File: src/rtl/sha256_pad_feeder_if.sv
// rtl/sha256_pad_feeder_if.sv - message-in / block-out signal bundle for the SHA-256 pad feeder
interface sha256_pad_feeder_if;
   logic        in_valid;
   logic [31:0] in_data;
   logic        in_last;
   logic [1:0]  in_bytes;
   logic        in_ready;
   logic        in_start;
   logic        blk_ready;
   logic        soc;
   logic [31:0] w_out;
   logic        w_valid;
   logic [3:0]  w_idx;
   logic        last_blk;
   logic        busy;

   // Message source / hash-core side
   modport master (
      output in_valid, in_data, in_last, in_bytes, in_start, blk_ready,
      input  in_ready, soc, w_out, w_valid, w_idx, last_blk, busy
   );

   // Feeder side
   modport slave (
      input  in_valid, in_data, in_last, in_bytes, in_start, blk_ready,
      output in_ready, soc, w_out, w_valid, w_idx, last_blk, busy
   );
endinterface

File: src/rtl/sha256_pad_feeder.sv
// rtl/sha256_pad_feeder.sv - buffers message words, appends SHA-256 padding and length, emits 16-word blocks
module sha256_pad_feeder (
   input logic              clk,
   input logic              rst_n,
   sha256_pad_feeder_if.slave bus
);
   typedef enum logic [2:0] {IDLE, LOAD, PAD, ZERO, LEN, WAIT, EMIT} state_t;
   // Where to go once the buffered block has been emitted
   typedef enum logic [1:0] {NX_LOAD, NX_PAD, NX_ZERO, NX_IDLE} next_t;

   state_t      state;
   next_t       after_emit;
   logic [3:0]  fill;
   logic [63:0] bit_cnt;
   logic        ovf;          // padding spilled past word 13: current block has no room for the length
   logic [31:0] blk_buf [16];

   logic        w_valid_q;
   logic [31:0] w_out_q;
   logic [3:0]  w_idx_q;
   logic        soc_q;
   logic        last_q;

   logic [3:0]  emit_nxt;
   logic [31:0] tail_word;
   logic [63:0] word_bits;
   logic        buf_we;
   logic [31:0] buf_wd;

   assign emit_nxt     = w_idx_q + 4'd1;
   assign bus.in_ready = (state == LOAD);
   assign bus.busy     = (state != IDLE);
   assign bus.w_valid  = w_valid_q;
   assign bus.w_out    = w_out_q;
   assign bus.w_idx    = w_idx_q;
   assign bus.soc      = soc_q;
   assign bus.last_blk = last_q;

   // Final-word formatting: keep valid bytes, 0x80 marker in first unused byte, rest zero
   always_comb begin
      tail_word = bus.in_data;
      word_bits = 64'd32;
      if (bus.in_last) begin
         case (bus.in_bytes)
            2'b01:   tail_word = {bus.in_data[31:24], 8'h80, 16'h0000};
            2'b10:   tail_word = {bus.in_data[31:16], 8'h80, 8'h00};
            2'b11:   tail_word = {bus.in_data[31:8], 8'h80};
            default: tail_word = bus.in_data;
         endcase
         if (bus.in_bytes != 2'b00)
            word_bits = {59'd0, bus.in_bytes, 3'b000};
      end
   end

   // Buffer write port: data, pad marker, zero fill and length all land at the fill index
   always_comb begin
      buf_we = 1'b0;
      buf_wd = 32'h0000_0000;
      case (state)
         LOAD: begin
            buf_we = bus.in_valid;
            buf_wd = tail_word;
         end
         PAD: begin
            buf_we = 1'b1;
            buf_wd = 32'h8000_0000;
         end
         ZERO: buf_we = ovf ? (fill != 4'd0) : (fill != 4'd14);
         LEN: begin
            buf_we = 1'b1;
            buf_wd = (fill == 4'd14) ? bit_cnt[63:32] : bit_cnt[31:0];
         end
         default: buf_we = 1'b0;
      endcase
   end

   // Block buffer storage, deliberately not reset
   always_ff @(posedge clk) begin
      if (buf_we)
         blk_buf[fill] <= buf_wd;
   end

   // Main sequencer with registered block-output signals
   always_ff @(posedge clk or negedge rst_n) begin
      if (!rst_n) begin
         state      <= IDLE;
         after_emit <= NX_LOAD;
         fill       <= 4'd0;
         bit_cnt    <= 64'd0;
         ovf        <= 1'b0;
         w_valid_q  <= 1'b0;
         w_out_q    <= 32'h0;
         w_idx_q    <= 4'd0;
         soc_q      <= 1'b0;
         last_q     <= 1'b0;
      end else begin
         case (state)
            IDLE: begin
               if (bus.in_start) begin
                  state   <= LOAD;
                  fill    <= 4'd0;
                  bit_cnt <= 64'd0;
                  ovf     <= 1'b0;
               end
            end
            LOAD: begin
               if (bus.in_valid) begin
                  fill    <= fill + 4'd1;
                  bit_cnt <= bit_cnt + word_bits;
                  if (bus.in_last) begin
                     if (bus.in_bytes == 2'b00) begin
                        // A full final word in slot 15 fills the block: ship it, then pad
                        if (fill == 4'd15) begin
                           state      <= WAIT;
                           after_emit <= NX_PAD;
                        end else begin
                           state <= PAD;
                        end
                     end else begin
                        ovf   <= (fill >= 4'd14);
                        state <= ZERO;
                     end
                  end else if (fill == 4'd15) begin
                     state      <= WAIT;
                     after_emit <= NX_LOAD;
                  end
               end
            end
            PAD: begin
               fill  <= fill + 4'd1;
               ovf   <= (fill >= 4'd14);
               state <= ZERO;
            end
            ZERO: begin
               if (ovf) begin
                  if (fill == 4'd0) begin
                     state      <= WAIT;
                     after_emit <= NX_ZERO;
                     ovf        <= 1'b0;
                  end else begin
                     fill <= fill + 4'd1;
                     if (fill == 4'd15) begin
                        state      <= WAIT;
                        after_emit <= NX_ZERO;
                        ovf        <= 1'b0;
                     end
                  end
               end else if (fill == 4'd14) begin
                  state <= LEN;
               end else begin
                  fill <= fill + 4'd1;
               end
            end
            LEN: begin
               fill <= fill + 4'd1;
               if (fill == 4'd15) begin
                  state      <= WAIT;
                  after_emit <= NX_IDLE;
               end
            end
            WAIT: begin
               if (bus.blk_ready) begin
                  state     <= EMIT;
                  w_valid_q <= 1'b1;
                  w_idx_q   <= 4'd0;
                  w_out_q   <= blk_buf[0];
                  soc_q     <= 1'b1;
                  last_q    <= (after_emit == NX_IDLE);
               end
            end
            EMIT: begin
               soc_q <= 1'b0;
               if (w_idx_q == 4'd15) begin
                  w_valid_q <= 1'b0;
                  w_idx_q   <= 4'd0;
                  w_out_q   <= 32'h0;
                  last_q    <= 1'b0;
                  case (after_emit)
                     NX_PAD:  state <= PAD;
                     NX_ZERO: state <= ZERO;
                     NX_IDLE: state <= IDLE;
                     default: state <= LOAD;
                  endcase
               end else begin
                  w_idx_q <= emit_nxt;
                  w_out_q <= blk_buf[emit_nxt];
               end
            end
            default: state <= IDLE;
         endcase
      end
   end
endmodule

File: src/flat_wrapper.sv
// flat-port wrapper written by rule: the top's interface ports become plain ports
module sha256_pad_feeder_flat 
  (clk, rst_n, bus_in_valid, bus_in_data, bus_in_last, bus_in_bytes, bus_in_start, bus_blk_ready, bus_in_ready, bus_soc, bus_w_out, bus_w_valid, bus_w_idx, bus_last_blk, bus_busy);
  sha256_pad_feeder_if bus_i ();
  input logic clk;
  input logic rst_n;
  input wire logic [$bits(bus_i.in_valid)-1:0] bus_in_valid;
  input wire logic [$bits(bus_i.in_data)-1:0] bus_in_data;
  input wire logic [$bits(bus_i.in_last)-1:0] bus_in_last;
  input wire logic [$bits(bus_i.in_bytes)-1:0] bus_in_bytes;
  input wire logic [$bits(bus_i.in_start)-1:0] bus_in_start;
  input wire logic [$bits(bus_i.blk_ready)-1:0] bus_blk_ready;
  output wire logic [$bits(bus_i.in_ready)-1:0] bus_in_ready;
  output wire logic [$bits(bus_i.soc)-1:0] bus_soc;
  output wire logic [$bits(bus_i.w_out)-1:0] bus_w_out;
  output wire logic [$bits(bus_i.w_valid)-1:0] bus_w_valid;
  output wire logic [$bits(bus_i.w_idx)-1:0] bus_w_idx;
  output wire logic [$bits(bus_i.last_blk)-1:0] bus_last_blk;
  output wire logic [$bits(bus_i.busy)-1:0] bus_busy;
  assign bus_i.in_valid = bus_in_valid;
  assign bus_i.in_data = bus_in_data;
  assign bus_i.in_last = bus_in_last;
  assign bus_i.in_bytes = bus_in_bytes;
  assign bus_i.in_start = bus_in_start;
  assign bus_i.blk_ready = bus_blk_ready;
  assign bus_in_ready = bus_i.in_ready;
  assign bus_soc = bus_i.soc;
  assign bus_w_out = bus_i.w_out;
  assign bus_w_valid = bus_i.w_valid;
  assign bus_w_idx = bus_i.w_idx;
  assign bus_last_blk = bus_i.last_blk;
  assign bus_busy = bus_i.busy;
  sha256_pad_feeder u_core (.clk(clk), .rst_n(rst_n), .bus(bus_i));
endmodule
File: config.mk
export PLATFORM = sky130hd
export DESIGN_NAME = sha256_pad_feeder_flat
export DESIGN_NICKNAME = d
export VERILOG_FILES = /design/src/rtl/sha256_pad_feeder_if.sv /design/src/rtl/sha256_pad_feeder.sv /design/src/flat_wrapper.sv
export SDC_FILE = /design/constraint.sdc
export NUM_CORES = 1
export LEC_CHECK = 0
export BUFFER_PORTS_ARGS = -buffer_cell sky130_fd_sc_hd__buf_4
export CAP_MARGIN = 5
export CORE_UTILIZATION = 45
export DETAILED_ROUTE_END_ITERATION = 8
export GPL_TIMING_DRIVEN = 0
export PLACE_DENSITY_LB_ADDON = 0.05
export SLEW_MARGIN = 10
export SYNTH_ARGS = -nofsm -noshare
export SYNTH_HDL_FRONTEND = slang
export SYNTH_SLANG_ARGS = --single-unit
File: constraint.sdc
create_clock -name clk -period 3.9 [get_ports clk]
set_input_delay 0.39 -clock clk [delete_from_list [all_inputs] [get_ports clk]]
set_output_delay 0.39 -clock clk [all_outputs]
set_load 0.02 [all_outputs]
* Word-level counts from Yosys, hierarchy flattened
Memory sizes are Yosys's and may differ from the RTL's.
Cells that the tools add are included.
** Storage, ports and cells
- Bits in registers :: 113
- RAM bits :: 512
- Input bits :: 40
- Logic and storage cells :: 127
- Memories :: 1
** Memory list
- u_core.blk_buf :: depth 16, width 32, read ports 2, clocked after memory_dff 0, wr ports 1, line sha256_pad_feeder.sv:16 : logic [31:0] blk_buf [16];
** Cells by class
- Add/subtract/negate cells :: 3
- Order comparisons :: 1
- Equality and inequality tests :: 31
- Muxes and demuxes :: 62
- Reductions and logical operators :: 19
** Operators by type and width (number)
- 64-bit 2-to-1 mux :: 3
- 64-bit one-hot mux with 2 select lines :: 1
- 32-bit 2-to-1 mux :: 3
- 32-bit one-hot mux with 3 select lines :: 1
- 24-bit one-hot mux with 3 select lines :: 1
- 64-bit adder :: 1
- 32-bit one-hot mux with 2 select lines :: 1
- 3-bit 2-to-1 mux :: 11
- 4-bit 2-to-1 mux :: 7
- 24-bit 2-to-1 mux :: 1
- 3-bit one-hot mux with 7 select lines :: 1
- 2-bit 2-to-1 mux :: 9
- 4-bit one-hot mux with 4 select lines :: 1
- 5-bit AND reduction :: 3
- 1-bit 2-to-1 mux :: 13
- 4-bit equality test (second input constant) :: 3
- 2-bit one-hot mux with 3 select lines :: 2
- 4-bit nonzero test :: 3
- 2-bit != test (second input constant) :: 5
- 3-bit equality test (second input constant) :: 3
- 3-bit by 2-bit != test with 1-bit output (second input constant) :: 3
- 4-bit by 1-bit adder with 4-bit output (second input constant) :: 2
- 2-bit equality test (second input constant) :: 4
- 4-bit one-hot mux with 2 select lines :: 1
- other kinds (21) :: 33

* Depth between registers and ports, before layout
- Depth in word-level cells :: 6
- Gate-level depth with buffers :: 11
- Mapped depth without buffers :: 10

* Worst setup path before layout
Ideal clock, no wire load.
- Path type :: reg2reg
- Start :: register u_core.fill[0]
- End :: memory u_core.blk_buf[0][0] (enable)
- Library setup time :: 461 ps
- Data arrival time :: 3756 ps
- Data required time :: 3439 ps
- Setup slack :: -317 ps
- Stages on the path, launching flop included :: 8
- Period minus slack after synthesis :: 4217 ps
- Cells stage by stage :: dfrtp_1 > inv_1 > ha_1 > nand3_1 > clkbuf_1 > o22a_1 > o21ai_1 > nor3_1
** Between the ends
- Cells in the longest elaborated chain, start to end :: 5
- Elaborated cells between the ends (all ways) :: 6
- Those cells by class :: eq/ne: 1; mux: 4; reduce/logical: 1
** RTL lines
- start, declared :: line sha256_pad_feeder.sv:13 : logic [3:0] fill;
- start signal, assigned :: line sha256_pad_feeder.sv:108 : fill <= fill + 4'd1;
- start signal, assigned :: line sha256_pad_feeder.sv:130 : fill <= fill + 4'd1;
- start signal, assigned :: line sha256_pad_feeder.sv:141 : fill <= fill + 4'd1;
- 4-bit != test / 4-bit nonzero test (equally long branches) :: line sha256_pad_feeder.sv:68 : ZERO: buf_we = ovf ? (fill != 4'd0) : (fill != 4'd14);
- 1-bit 2-to-1 mux :: line sha256_pad_feeder.sv:68
- 1-bit one-hot mux with 3 select lines :: line sha256_pad_feeder.sv:59 : case (state)
- 1-bit 2-to-1 mux :: line sha256_pad_feeder.sv:79 : if (buf_we)
- 1-bit 2-to-1 mux (implied by the code) :: line sha256_pad_feeder.sv:80 : blk_buf[fill] <= buf_wd;
- end, declared :: line sha256_pad_feeder.sv:16
Parallel ways exist; a longest one is shown, timed or not.

* Final worst setup path
- Start :: register u_core.fill[0]
- End :: memory u_core.blk_buf[2][17] (enable)
Same word-level chain as after synthesis.

==> metrics.csv <==
metric,value,unit
status,completed,
"Clk Latency, worst-skew pair",0.59,ns
RSZ-0062 raised after global routing,no,
Routability Congestion,0.885,
final hold vios,0,
DR DRC count,0,
sw power,7.12,mW
Slew headroom,14.0,%
CTS tree,built,
"Seq/Total Area, Yosys",69.7,%
"Avg Cell Area, Syn",15.3,sq um
max_cap viols,0,
Synth Instances,1703,
Final TNS setup,0,ns
CTS max path bufs,3,
top_reg_cell synth,edfxtp_1,
Rows,87,
Yosys cell types,56,
yosys warns,0,
arrival time at the worst endpoint,3.99,ns
GR Overflow Total,0,
vias in the first global route,16100,
Max stage delay on crit path,0.56,ns
slew at the pin with the worst max-slew slack,1.29,ns
most frequent cells in the layout,"edfxtp_1, nand2_1, a21oi_1, mux4_2, dfrtp_1",
Final setup violation count,0,
Seq cells post-synth,622,
core area,56700,sq um
post-synth top area cell,edfxtp_1,
final net count,1948,
"CTS clk-pin slew, worst paths",0.06,ns
fin area,30300,sq um
post-route ant nets,0,
Leak Pwr,10.7,nW
CP Class,flop to flop,
post-route clock skew,0.0125,ns
via count,15700,
Hold WC Path Type,input pin to flop,
crit-path leading delay family,simple AND/OR/NAND/NOR gates,
PwrDens,722,nW/um^2
TritonCTS Buffers,66,
placed cell area,28200,sq um
largest net degree at the start of global routing,70,
critical path capture point type,flop,
antenna violations before repair,2,
Tcrit/Tclk final,93.7,%
Via density,5.82,
share of layout cells above drive strength 1,20.4,%
Comb pwr share,31.3,%
Synth top area share,59.2,%
Clock Power Share,27.8,%
die area,58700,sq um
DP Worst Slack,0.0760,ns
syn_nets,1756,
worst hold slack,0.125,ns
CTS Root Cell,clkbuf_16,
asr flop ratio synth,17.7,%
utilization after layout,53.5,%
routed wire length,70.5,mm
Critical Path RT,4.24,ns
crit-path cells,"inv_1, ha_1, nand3_1, o22a_1, o21ai_2, nor2_1, and3_2, buf_16",
CP max stage cell,o21ai_2,
area grow syn2layout,16.7,%
P_int,14.8,mW
main area contributors after synthesis,"edfxtp_1, mux4_2, dfrtp_1, nand2_1, a21oi_1",
Initial Util,45.8,%
"EDFF count, synth",512,
mapped cell area,26000,sq um
Max rail drop VDD,407,uV
DPL Wire Length,48.2,mm
"leading cell type in the layout, fill and taps excluded",edfxtp_1,
H-tree Lvls,3,
FMAX,274,MHz
Die H,242,microns
PortBufs,80,
post-CTS setup repair buffer count,0,
width of the die,242,microns
Critical Path Source Type,flop,
Flop pwr share,40.9,%
Slew Limit Fails,0,
worst-path maximum fanout,18,
Sw Share,32.5,%
# diodes,0,
Filler cells,4633,
initial drt markers,1402,
DRT Pass-1 Iters,7,
post-layout min period,3.65,ns
first-pass GRT wire length,106,mm
setup ws final,0.247,ns
GRT Overall Usage,24.5,%
drt wl/cell,26.1,microns
IO Pins,81,
CP bufs+invs,2,
CTS Sinks,622,
==> per-stage QoR <==
stage,instances,power (mW)
after CTS,2704,22.1
after floorplan,1703,13.3
after detailed placement,2583,16.0
after global placement,2539,15.6
final,2703,21.9
after global routing,2703,22.9
==> registers in the layout, indices dropped and copies added (netlist names) <==
name                 count
u_core.ovf               1
u_core.bus.w_out        32
u_core.bit_cnt          61
u_core.bus.w_valid       1
u_core.fill              4
u_core.bus.w_idx         4
u_core.bus.last_blk      1
u_core.bus.soc           1
u_core.state             3
u_core.after_emit        2
u_core.blk_buf         512
==> Yosys cell counts, types with 10 or more instances <==
library cell	n
a21oi_1	142
and3_1	17
buf_1	13
buf_2	14
clkbuf_1	60
dfrtp_1	110
edfxtp_1	512
ha_1	12
inv_1	26
mux2i_1	27
mux4_2	128
nand2_1	269
nand3_1	29
nand4_1	25
nor2_1	60
nor3_1	12
o21ai_0	71
o31ai_1	10
or3_1	60
xnor2_1	11
xor2_1	16
==> power groups by stage <==
stage               Clock [mW]  Sequential [mW]  Combinational [mW]
finish                    6.08             8.96                6.86
global placement             0             9.15                6.49
CTS                       6.17             8.96                6.94
floorplan                    0             9.19                4.09
detailed placement           0             9.10                6.91
global route              6.43             9.05                7.38
==> final cells by class <==
type	count	area [sq um]	area share, %
clock inverters	34	245	0.808
well taps	756	946	3.12
inverters	26	97.6	0.322
plain buffers	86	340	1.12
repair buffers	125	1240	4.08
multi-input cells	968	7520	24.8
flip-flops and latches	622	18100	59.7
clock buffers	86	1830	6.03
==> routing by layer <==
metal	GRT usage, %	wire length (microns)	vias up
li1	-	-	6967
met1	34.8	31300	8220
met2	40.4	34500	453
met3	2.76	3340	87
met4	6.61	1310	0
met5	0	0	-
==> worst register-to-register path, delay by kind of cell, from the launching register on <==
kind,cells,cell delay (ns)
and+or+nand+nor,3,1.27
buffers and inverters,2,0.40
DFF,1,0.43
adders and majority gates,1,0.23
AOI/OAI and AO/OA,2,1.06
==> timing repair <==
action	CTS	global route
hold buffers	1	0
endpoints found under the hold margin	68	0
endpoints found under the setup margin	0	118
resized for setup	0	3
==> worst paths after layout <==
path / slack (ns) / endpoint / start / cells past startpoint
max in group asynchronous: 2.71 / u_core.bus.w_out[16] / rst_n / 3
max reg2reg: 0.25 / u_core.blk_buf[2][17] / u_core.fill[0] / 8
min in group asynchronous: 0.42 / u_core.fill[3] / rst_n / 2
max: 0.25 / u_core.blk_buf[2][17] / u_core.fill[0] / 8
min: 0.12 / u_core.bit_cnt[4] / bus_in_valid / 3
min reg2reg: 0.51 / u_core.bus.last_blk / u_core.bus.last_blk / 2
==> cell families (layout without fill, tap and decap cells) <==
family	after synthesis	count (layout)	share of synthesized area, %
compound gates	258	258	5.54
xor+xnor	27	27	0.910
fa+ha+maj	13	13	0.655
buf+inv	113	357	1.70
flops	622	622	69.7
mux	160	160	12.3
simple gates	510	510	9.10
(Power assumes the default switching activity.)
